**src/rtl/fetch_unit.sv**
```systemverilog
// Purpose: PC/fetch stage; keeps the PC, fetches one word at a time from a variable-latency
//          instruction memory and resolves the next PC from branch/jump controls and ALU flags.
// Latency: REQ -> response (>=1 cycle) -> VALID; 3 cycles per instruction with a 1-cycle memory.
// Backpressure: stall holds Instr/PC/PCPlus4 and suppresses new requests; flush overrides stall.
//
// Ports:
//   clk, rst_n              clock (rising edge), async active-low reset (synchronous release)
//   imem_req / imem_addr    one-cycle request pulse; address always mirrors the PC
//   imem_rvalid/imem_rdata  in-order response, at most one outstanding request
//   stall                   downstream not ready; the presented instruction is held
//   flush / flush_pc        redirect from trap/debug, wins over everything else
//   Branch, BranchType, Jump, JumpReg, ImmExt, SrcA, Zero, signedLess, unsignedLess
//                           next-PC controls, sampled only when the instruction is consumed
//   instr_valid, Instr, PC, PCPlus4
//                           instruction presented to the datapath
//
// Optional build macro FETCH_PERF_CNT_EN adds perf_fetched (one per consumed instruction) and
// perf_redirects (one per non-sequential consume plus one per flush), both 32-bit wrapping.
module fetch_unit #(
    parameter logic [31:0] RESET_PC = 32'h0000_0000,
    parameter int          XLEN     = 32
) (
    input  logic            clk,
    input  logic            rst_n,

    output logic            imem_req,
    output logic [XLEN-1:0] imem_addr,
    input  logic            imem_rvalid,
    input  logic [XLEN-1:0] imem_rdata,

    input  logic            stall,
    input  logic            flush,
    input  logic [XLEN-1:0] flush_pc,

    input  logic            Branch,
    input  logic [2:0]      BranchType,
    input  logic            Jump,
    input  logic            JumpReg,
    input  logic [XLEN-1:0] ImmExt,
    input  logic [XLEN-1:0] SrcA,
    input  logic            Zero,
    input  logic            signedLess,
    input  logic            unsignedLess,

`ifdef FETCH_PERF_CNT_EN
    output logic [31:0]     perf_fetched,
    output logic [31:0]     perf_redirects,
`endif

    output logic            instr_valid,
    output logic [XLEN-1:0] Instr,
    output logic [XLEN-1:0] PC,
    output logic [XLEN-1:0] PCPlus4
);

    localparam logic [1:0] ST_IDLE  = 2'd0;
    localparam logic [1:0] ST_REQ   = 2'd1;
    localparam logic [1:0] ST_WAIT  = 2'd2;
    localparam logic [1:0] ST_VALID = 2'd3;

    localparam logic [XLEN-1:0] NOP_INSTR = XLEN'(32'h0000_0013);

    logic [1:0]      state_q;
    logic [XLEN-1:0] pc_q;
    logic [XLEN-1:0] instr_q;
    // Set when the one outstanding response belongs to a request issued before a flush.
    logic            kill_q;

    logic [XLEN-1:0] pc_plus4;
    logic [XLEN-1:0] pc_rel_tgt;
    logic [XLEN-1:0] jalr_sum;
    logic [XLEN-1:0] next_pc;
    logic            br_taken;
    logic            flush_keeps_wait;

    // ------------------------------------------------------------------
    // Next-PC resolution (all sums are XLEN-bit and wrap)
    // ------------------------------------------------------------------
    assign pc_plus4   = pc_q + XLEN'(4);
    assign pc_rel_tgt = pc_q + ImmExt;
    assign jalr_sum   = SrcA + ImmExt;

    always_comb begin
        br_taken = 1'b0;
        case (BranchType)
            3'b000:  br_taken = Zero;
            3'b001:  br_taken = !Zero;
            3'b100:  br_taken = signedLess;
            3'b101:  br_taken = !signedLess;
            3'b110:  br_taken = unsignedLess;
            3'b111:  br_taken = !unsignedLess;
            default: br_taken = 1'b0;
        endcase
    end

    // JALR outranks JAL outranks a taken branch. No alignment check beyond clearing
    // bit 0 of the JALR target; whatever is computed is fetched.
    always_comb begin
        next_pc = pc_plus4;
        if (JumpReg) begin
            next_pc = {jalr_sum[XLEN-1:1], 1'b0};
        end else if (Jump || (Branch && br_taken)) begin
            next_pc = pc_rel_tgt;
        end
    end

    // A flush must not issue a new request while a response is still in flight:
    // in REQ the request just left, in WAIT it has not returned yet this cycle.
    assign flush_keeps_wait = (state_q == ST_REQ) ||
                              ((state_q == ST_WAIT) && !imem_rvalid);

    // ------------------------------------------------------------------
    // Fetch FSM
    // ------------------------------------------------------------------
    always_ff @(posedge clk or negedge rst_n) begin
        if (!rst_n) begin
            state_q <= ST_IDLE;
            pc_q    <= RESET_PC;
            instr_q <= NOP_INSTR;
            kill_q  <= 1'b0;
        end else if (flush) begin
            pc_q <= flush_pc;
            if (flush_keeps_wait) begin
                state_q <= ST_WAIT;
                kill_q  <= 1'b1;
            end else begin
                // Any same-cycle response is dropped; nothing is left in flight.
                state_q <= ST_REQ;
                kill_q  <= 1'b0;
            end
        end else begin
            case (state_q)
                ST_IDLE: begin
                    state_q <= ST_REQ;
                end
                ST_REQ: begin
                    state_q <= ST_WAIT;
                end
                ST_WAIT: begin
                    if (imem_rvalid) begin
                        if (kill_q) begin
                            // Stale response from before the flush; pc already holds
                            // the redirect target, so just re-request.
                            kill_q  <= 1'b0;
                            state_q <= ST_REQ;
                        end else begin
                            instr_q <= imem_rdata;
                            state_q <= ST_VALID;
                        end
                    end
                end
                ST_VALID: begin
                    if (!stall) begin
                        pc_q    <= next_pc;
                        state_q <= ST_REQ;
                    end
                end
                default: begin
                    state_q <= ST_IDLE;
                end
            endcase
        end
    end

    // Outputs decode straight from state so an asynchronous reset clears them at once.
    assign imem_req    = (state_q == ST_REQ);
    assign imem_addr   = pc_q;
    assign instr_valid = (state_q == ST_VALID);
    assign Instr       = instr_q;
    assign PC          = pc_q;
    assign PCPlus4     = pc_plus4;

`ifdef FETCH_PERF_CNT_EN
    // ------------------------------------------------------------------
    // Performance counters
    // ------------------------------------------------------------------
    logic        consume;
    logic [31:0] fetched_q;
    logic [31:0] redirects_q;

    // A flush takes priority, so a consume never coincides with one.
    assign consume = (state_q == ST_VALID) && !stall && !flush;

    always_ff @(posedge clk or negedge rst_n) begin
        if (!rst_n) begin
            fetched_q   <= 32'd0;
            redirects_q <= 32'd0;
        end else begin
            if (consume) begin
                fetched_q <= fetched_q + 32'd1;
            end
            if (flush || (consume && (next_pc != pc_plus4))) begin
                redirects_q <= redirects_q + 32'd1;
            end
        end
    end

    assign perf_fetched   = fetched_q;
    assign perf_redirects = redirects_q;
`endif

endmodule

```
**config.mk**
```make
export PLATFORM = sky130hd
export DESIGN_NAME = fetch_unit
export DESIGN_NICKNAME = d
export VERILOG_FILES = /design/src/rtl/fetch_unit.sv
export SDC_FILE = /design/constraint.sdc
export NUM_CORES = 1
export LEC_CHECK = 0
export ABC_CLOCK_PERIOD_IN_PS = 6800
export CELL_PAD_IN_SITES_DETAIL_PLACEMENT = 1
export CELL_PAD_IN_SITES_GLOBAL_PLACEMENT = 1
export CORE_MARGIN = 8
export CORE_UTILIZATION = 30
export CTS_BUF_LIST = sky130_fd_sc_hd__clkbuf_4 sky130_fd_sc_hd__clkbuf_8
export CTS_CLUSTER_SIZE = 24
export DETAILED_ROUTE_END_ITERATION = 8
export HOLD_SLACK_MARGIN = 0.05
export PLACE_DENSITY = 0.88
export SYNTH_ARGS = -nofsm -noshare
export SYNTH_HDL_FRONTEND = slang
export SYNTH_SLANG_ARGS = --single-unit
```
**constraint.sdc**
```tcl
create_clock -name clk -period 6.8 [get_ports clk]
set_input_delay 1.02 -clock clk [delete_from_list [all_inputs] [get_ports clk]]
set_output_delay 1.02 -clock clk [all_outputs]
set_load 0.01 [all_outputs]
```
== Word-level counts from Yosys, hierarchy flattened ==
Cells that the tools add are included.

* Bits in registers: 67
* Input port bits: 142
* Output and inout port bits: 130
* Word-level logic and storage cells: 53

* Add/subtract/negate cells: 3
* Eq/ne operators: 11
* Mux-type cells: 16
* Bitwise logic cells: 2
* Reduce and logical (&&, ||, !) cells: 17

{| class="wikitable"
|+ Operators by type and width
! kind !! number
|-
| $mux 32 || 5
|-
| $add 32x32->32 || 2
|-
| $add 32x3->32 const B || 1
|-
| $eq 3x3->1 const B || 4
|-
| $mux 2 || 5
|-
| $pmux 2 s4 || 1
|-
| $ne 3x3->1 const B || 2
|-
| $pmux 1 s6 || 1
|-
| $reduce_and 2->1 || 3
|-
| $reduce_bool 2->1 || 3
|-
| $eq 2x2->1 const B || 2
|-
| $logic_not 1->1 || 4
|-
| $mux 1 || 4
|-
| $reduce_and 4->1 || 1
|-
| $eq 3x1->1 const B || 1
|-
| $logic_not 3->1 || 1
|-
| $eq 2x1->1 const B || 1
|-
| $logic_and 1x1->1 || 2
|-
| $logic_not 2->1 || 1
|-
| $logic_or 1x1->1 || 2
|-
| $ne 2x1->1 const B || 1
|-
| $not 1->1 || 2
|}

== Depth between registers and ports, before layout ==
* Depth after elaboration: 9
* Mapped depth: 12
* Depth with buffers taken out: 12

== Worst setup path before layout ==
OpenSTA, ideal clock, no wires.

* Path type: input port to flip-flop
* Start: input port ImmExt[0]
* End: register pc_q[16] (netlist: PC[16])
* Library setup time: 0.131 ns
* Arrival: 3.412 ns
* Required time: 6.669 ns
* Slack: 3.257 ns
* Cell stages on the path: 11
* Buffers on the path: 0
* Cell sequence: and2_1 -> fa_1 -> a21o_1 -> a221oi_2 -> nor3b_1 -> or4_1 -> a21oi_1 -> xor2_1 -> o21ai_0 -> a221oi_1 -> nor3_1

* Cells in the longest elaborated chain, start to end: 6
* Elaborated cells between the ends (all ways): 7
* Those cells by class: add/sub (2); mux (5)

{| class="wikitable"
|+ Ends and longest elaborated chain
! item !! line !! source
|-
| start: declaration || 39 || <nowiki>input logic [XLEN-1:0] ImmExt,</nowiki>
|-
| $add 32x32->32 || 80 || <nowiki>assign pc_rel_tgt = pc_q + ImmExt;</nowiki>
|-
| $mux 32 || 102 || <nowiki>end else if (Jump || (Branch && br_taken)) begin</nowiki>
|-
| $mux 32 * || 100 || <nowiki>if (JumpReg) begin</nowiki>
|-
| $mux 32 * || 153 || <nowiki>if (!stall) begin</nowiki>
|-
| $mux 32 * || 132 || <nowiki>case (state_q)</nowiki>
|-
| $mux 32 * || 121 || <nowiki>end else if (flush) begin</nowiki>
|-
| end signal: assignment || 122 || <nowiki>pc_q <= flush_pc;</nowiki>
|-
| end signal: assignment || 154 || <nowiki>pc_q <= next_pc;</nowiki>
|-
| end: declaration || 64 || <nowiki>logic [XLEN-1:0] pc_q;</nowiki>
|}

Mark *: on every way between the ends. The rest lies on a longest branch, timed or not. The select of a mux whose other input is x is not followed.
A chain may end at the register's enable or synchronous reset.

== Final worst setup path ==
* Start: register pc_q[2] (netlist: PC[2])
* End: output port PCPlus4[26]

* Cells in the longest elaborated chain, start to end: 1

{| class="wikitable"
|+ Ends and longest elaborated chain
! item !! line !! source
|-
| $add 32x3->32 || 79 || <nowiki>assign pc_plus4 = pc_q + XLEN'(4);</nowiki>
|-
| end: declaration || 53 || <nowiki>output logic [XLEN-1:0] PCPlus4</nowiki>
|}

No other way between the ends.

==> summary.md <==
| Metric | Value |
|---|---|
| Internal power | `0.001605 W` |
| Worst hold slack | `0.5122 ns` |
| Syn Area/Cell | `8.068 µm²` |
| Worst path top cell family by delay | `simple AND/OR/NAND/NOR gates` |
| 1st-iter DRT viols | `557` |
| First-pass GRT wire length | `52.48 mm` |
| Initial Util | `30.28%` |
| Share of cells above drive strength 1 | `7.254%` |
| Gate power share | `60.3%` |
| Post-synth EDFFs | `0` |
| Yosys warnings | `0` |
| Diodes inserted | `0` |
| Core box area | `24,960 µm²` |
| Area growth, synth to finish | `39.67%` |
| Row cnt | `58` |
| Power Density | `264.8 nW/µm²` |
| Status | `completed` |
| Clock Skew | `0.007655 ns` |
| Routed via count | `8,414` |
| H-tree depth | `3` |
| Least-Margin Pin Slew | `1.017 ns` |
| WL final | `34.44 mm` |
| Rel. slew slack | `32.19%` |
| Post-CTS Resized | `0` |
| Initial antenna violation count | `0` |
| Sink Count | `67` |
| #FFs+latches synth | `67` |
| Placed Area | `10,340 µm²` |
| FFs w/ async S/R, synth | `100.0%` |
| CTS clk-pin slew, worst paths | `0.09 ns` |
| Reg2reg setup slack | `3.49 ns` |
| Sw power | `0.001191 W` |
| Worst r2r dst | `PC[28]` |
| Post-route non-filler standard cell count | `1,488` |
| DP Wirelength | `27.21 mm` |
| Later-pin clock latency in the skew report | `0.37 ns` |
| Post-synthesis mux area share | `5.727%` |
| IO Count | `272` |
| Synthesized net count | `1,147` |
| Critical Path Slowest Stage Cell | `clkdlybuf4s50_1` |
| Fin nets | `1,363` |
| Die height | `174.7 µm` |
| Clock share of power | `14.5%` |
| Largest family of logic cells by synthesized area | `compound AO/OA/AOI/OAI gates` |
| Crit path max fanout | `10` |
| CTS tree | `built` |
| DRC Markers | `0` |
| Crit share post-route | `64.18%` |
| Grt total ovfl | `0` |
| Crit path DAT | `3.34 ns` |
| Clock root cell | `clkbuf_8` |
| Cell total after placement | `1,472` |
| Fill cells | `3,004` |
| Final Critical Period | `4.364 ns` |
| DRT Pass-1 Iters | `5` |
| Cells after synthesis | `937` |
| Area leader, netlist | `dfrtp_1` |
| CP Cell Sequence | `ha_1 -> nand2_1 -> or4_4 -> nor3_4 -> nand2_1 -> xnor2_1 -> clkdlybuf4s50_1` |
| Switching share of power | `42.60%` |
| Commonest register cell after synthesis | `dfrtp_1` |
| Final instance area | `10,560 µm²` |
| Largest net degree at the start of global routing | `68` |
| Buf/Inv on CP | `1` |
| Endpoint of the worst hold path | `Instr[20]` |
| Most common cell in the netlist | `a21oi_1` |
| XOR/XNOR Fraction of Synth Area | `9.599%` |
| Die X-Extent | `174.7 µm` |
| Commonest cells post-synth | `95 x a21oi_1, 73 x nand2_1, 66 x ha_1` |
| TritonCTS buffer count | `9` |
| Max clock buf depth | `2` |
| Slew Viols, Final | `0` |
| Max cap viols | `0` |
| Leakage | `4.355 nW` |
| Synth top area share | `21.19%` |
| Hold Fails Final Rpt | `0` |
| Hold path cells | `1` |
| Flop pwr share | `25.1%` |
| Critical path startpoint category | `flop` |
| Maximum clock frequency | `0.2292 GHz` |
| Setup tns final | `0 ns` |
| Syn Std Cell Area | `7560 µm²` |
| DR vias/cell | `5.655` |
| Setup Crit Path Kind | `flop to primary output` |
| Critical Path Most Common Cell | `nand2_1` |
| CTS Hold Bufs | `0` |
| GP Congestion | `0.9119` |
| Final ANT Viol Nets | `0` |
| RSZ-0062 raised after global routing | `no` |
| Total Routing Usage GR | `21.75%` |
| Post-synthesis simple-gate area fraction | `18.44%` |
| Crit-path max cell delay | `0.65 ns` |
| Vias in the first global route | `8,943` |
| Post-CTS setup buffer count | `0` |
| Seq/Total Area, Yosys | `22.23%` |
| R2r worst-path depth | `12` |
| Largest cells by area after synthesis | `dfrtp_1 21%, ha_1 11%, a21oi_1 6.3%` |
| Worst R2R Start | `PC[0]` |
| Hold wc startpoint | `Instr[20]` |
| Critical Path Sink Type | `primary output` |
| Synth Area in Compound Gates | `25.44%` |
| WL/cell | `23.15 µm` |
| Worst endpoint required time | `5.78 ns` |
| Final Setup Violations | `0` |
| Synth cell types | `78` |
| Min-delay worst type | `flop to flop` |
| Die area | `30,530 µm²` |
| Count of input and output buffers | `271` |
| Post-synthesis adder-cell area fraction | `11.45%` |
| VDD IR max | `0.09642 mV` |
[how the worst max path moves through the flow]
stage / startpoint / to / slack (ns) / cells after the start
floorplan: ImmExt[0] / PC[16] / 3.26 / 11
global placement: ImmExt[0] / PC[28] / 2.17 / 12
detailed placement: ImmExt[0] / PC[28] / 2.11 / 12
CTS: PC[2] / PCPlus4[26] / 2.41 / 7
global route: ImmExt[0] / PC[28] / 2.20 / 12
finish: PC[2] / PCPlus4[26] / 2.44 / 7
[layout make-up]
type / count / area, µm² / area share (%)
multi-input cells: 763 / 5350 / 50.67
repair buffers: 281 / 2778 / 26.31
well taps: 330 / 412.9 / 3.910
flip-flops and latches: 67 / 1680 / 15.91
inverters: 31 / 116.4 / 1.102
clock inverters: 6 / 90.09 / 0.8532
clock buffers: 10 / 131.4 / 1.244
[cells in the final DEF, fill, tap and decap left out, drive strengths merged, types with 31 or more instances in the layout]
cell	count
nand2	73
xor2	36
a21oi	95
nand3	31
clkdlybuf4s50	269
xnor2	46
ha	66
nor2	64
inv	31
mux2	34
o21ai	65
dfrtp	64
[logic make-up (layout without fill, tap and decap cells)]
logic type      Yosys count  after routing
xor+xnor                 82             82
flops                    67             67
buf+inv                 107            328
simple gates            274            274
compound gates          300            300
mux                      39             39
fa+ha+maj                68             68
[registers in the layout, indices dropped and copies added (netlist names)]
name and flops:
state_q 2, kill_q 1, Instr 32, PC 32
[power groups by stage]
stage	Sequential (W)	Combinational, W	Clock [W]
2_1_floorplan	0.000725	0.000868	0
3_3_place_gp	0.000693	0.00163	0
3_5_place_dp	0.000711	0.00168	0
4_1_cts	0.000703	0.00169	0.000419
5_1_grt	0.000724	0.00181	0.000429
6_report	0.000703	0.00169	0.000406
[stage by stage]
stage / util [%] / worst slack, ns / power (W)
floorplan: - / 3.257 / 0.001593
global placement: 41.41 / 2.172 / 0.002326
detailed placement: 41.41 / 2.109 / 0.002392
CTS: 42.30 / 2.409 / 0.002815
global route: 42.30 / 2.204 / 0.002967
finish: 42.30 / 2.436 / 0.002796
[routing by layer]
layer | routed length (µm) | global-route usage (%)
met5 | 0 | 0
met1 | 14200 | 26.10
met2 | 16610 | 36.87
met4 | 1447 | 10.60
met3 | 2185 | 3.972
Note: power is estimated with default switching activity, not from simulation.
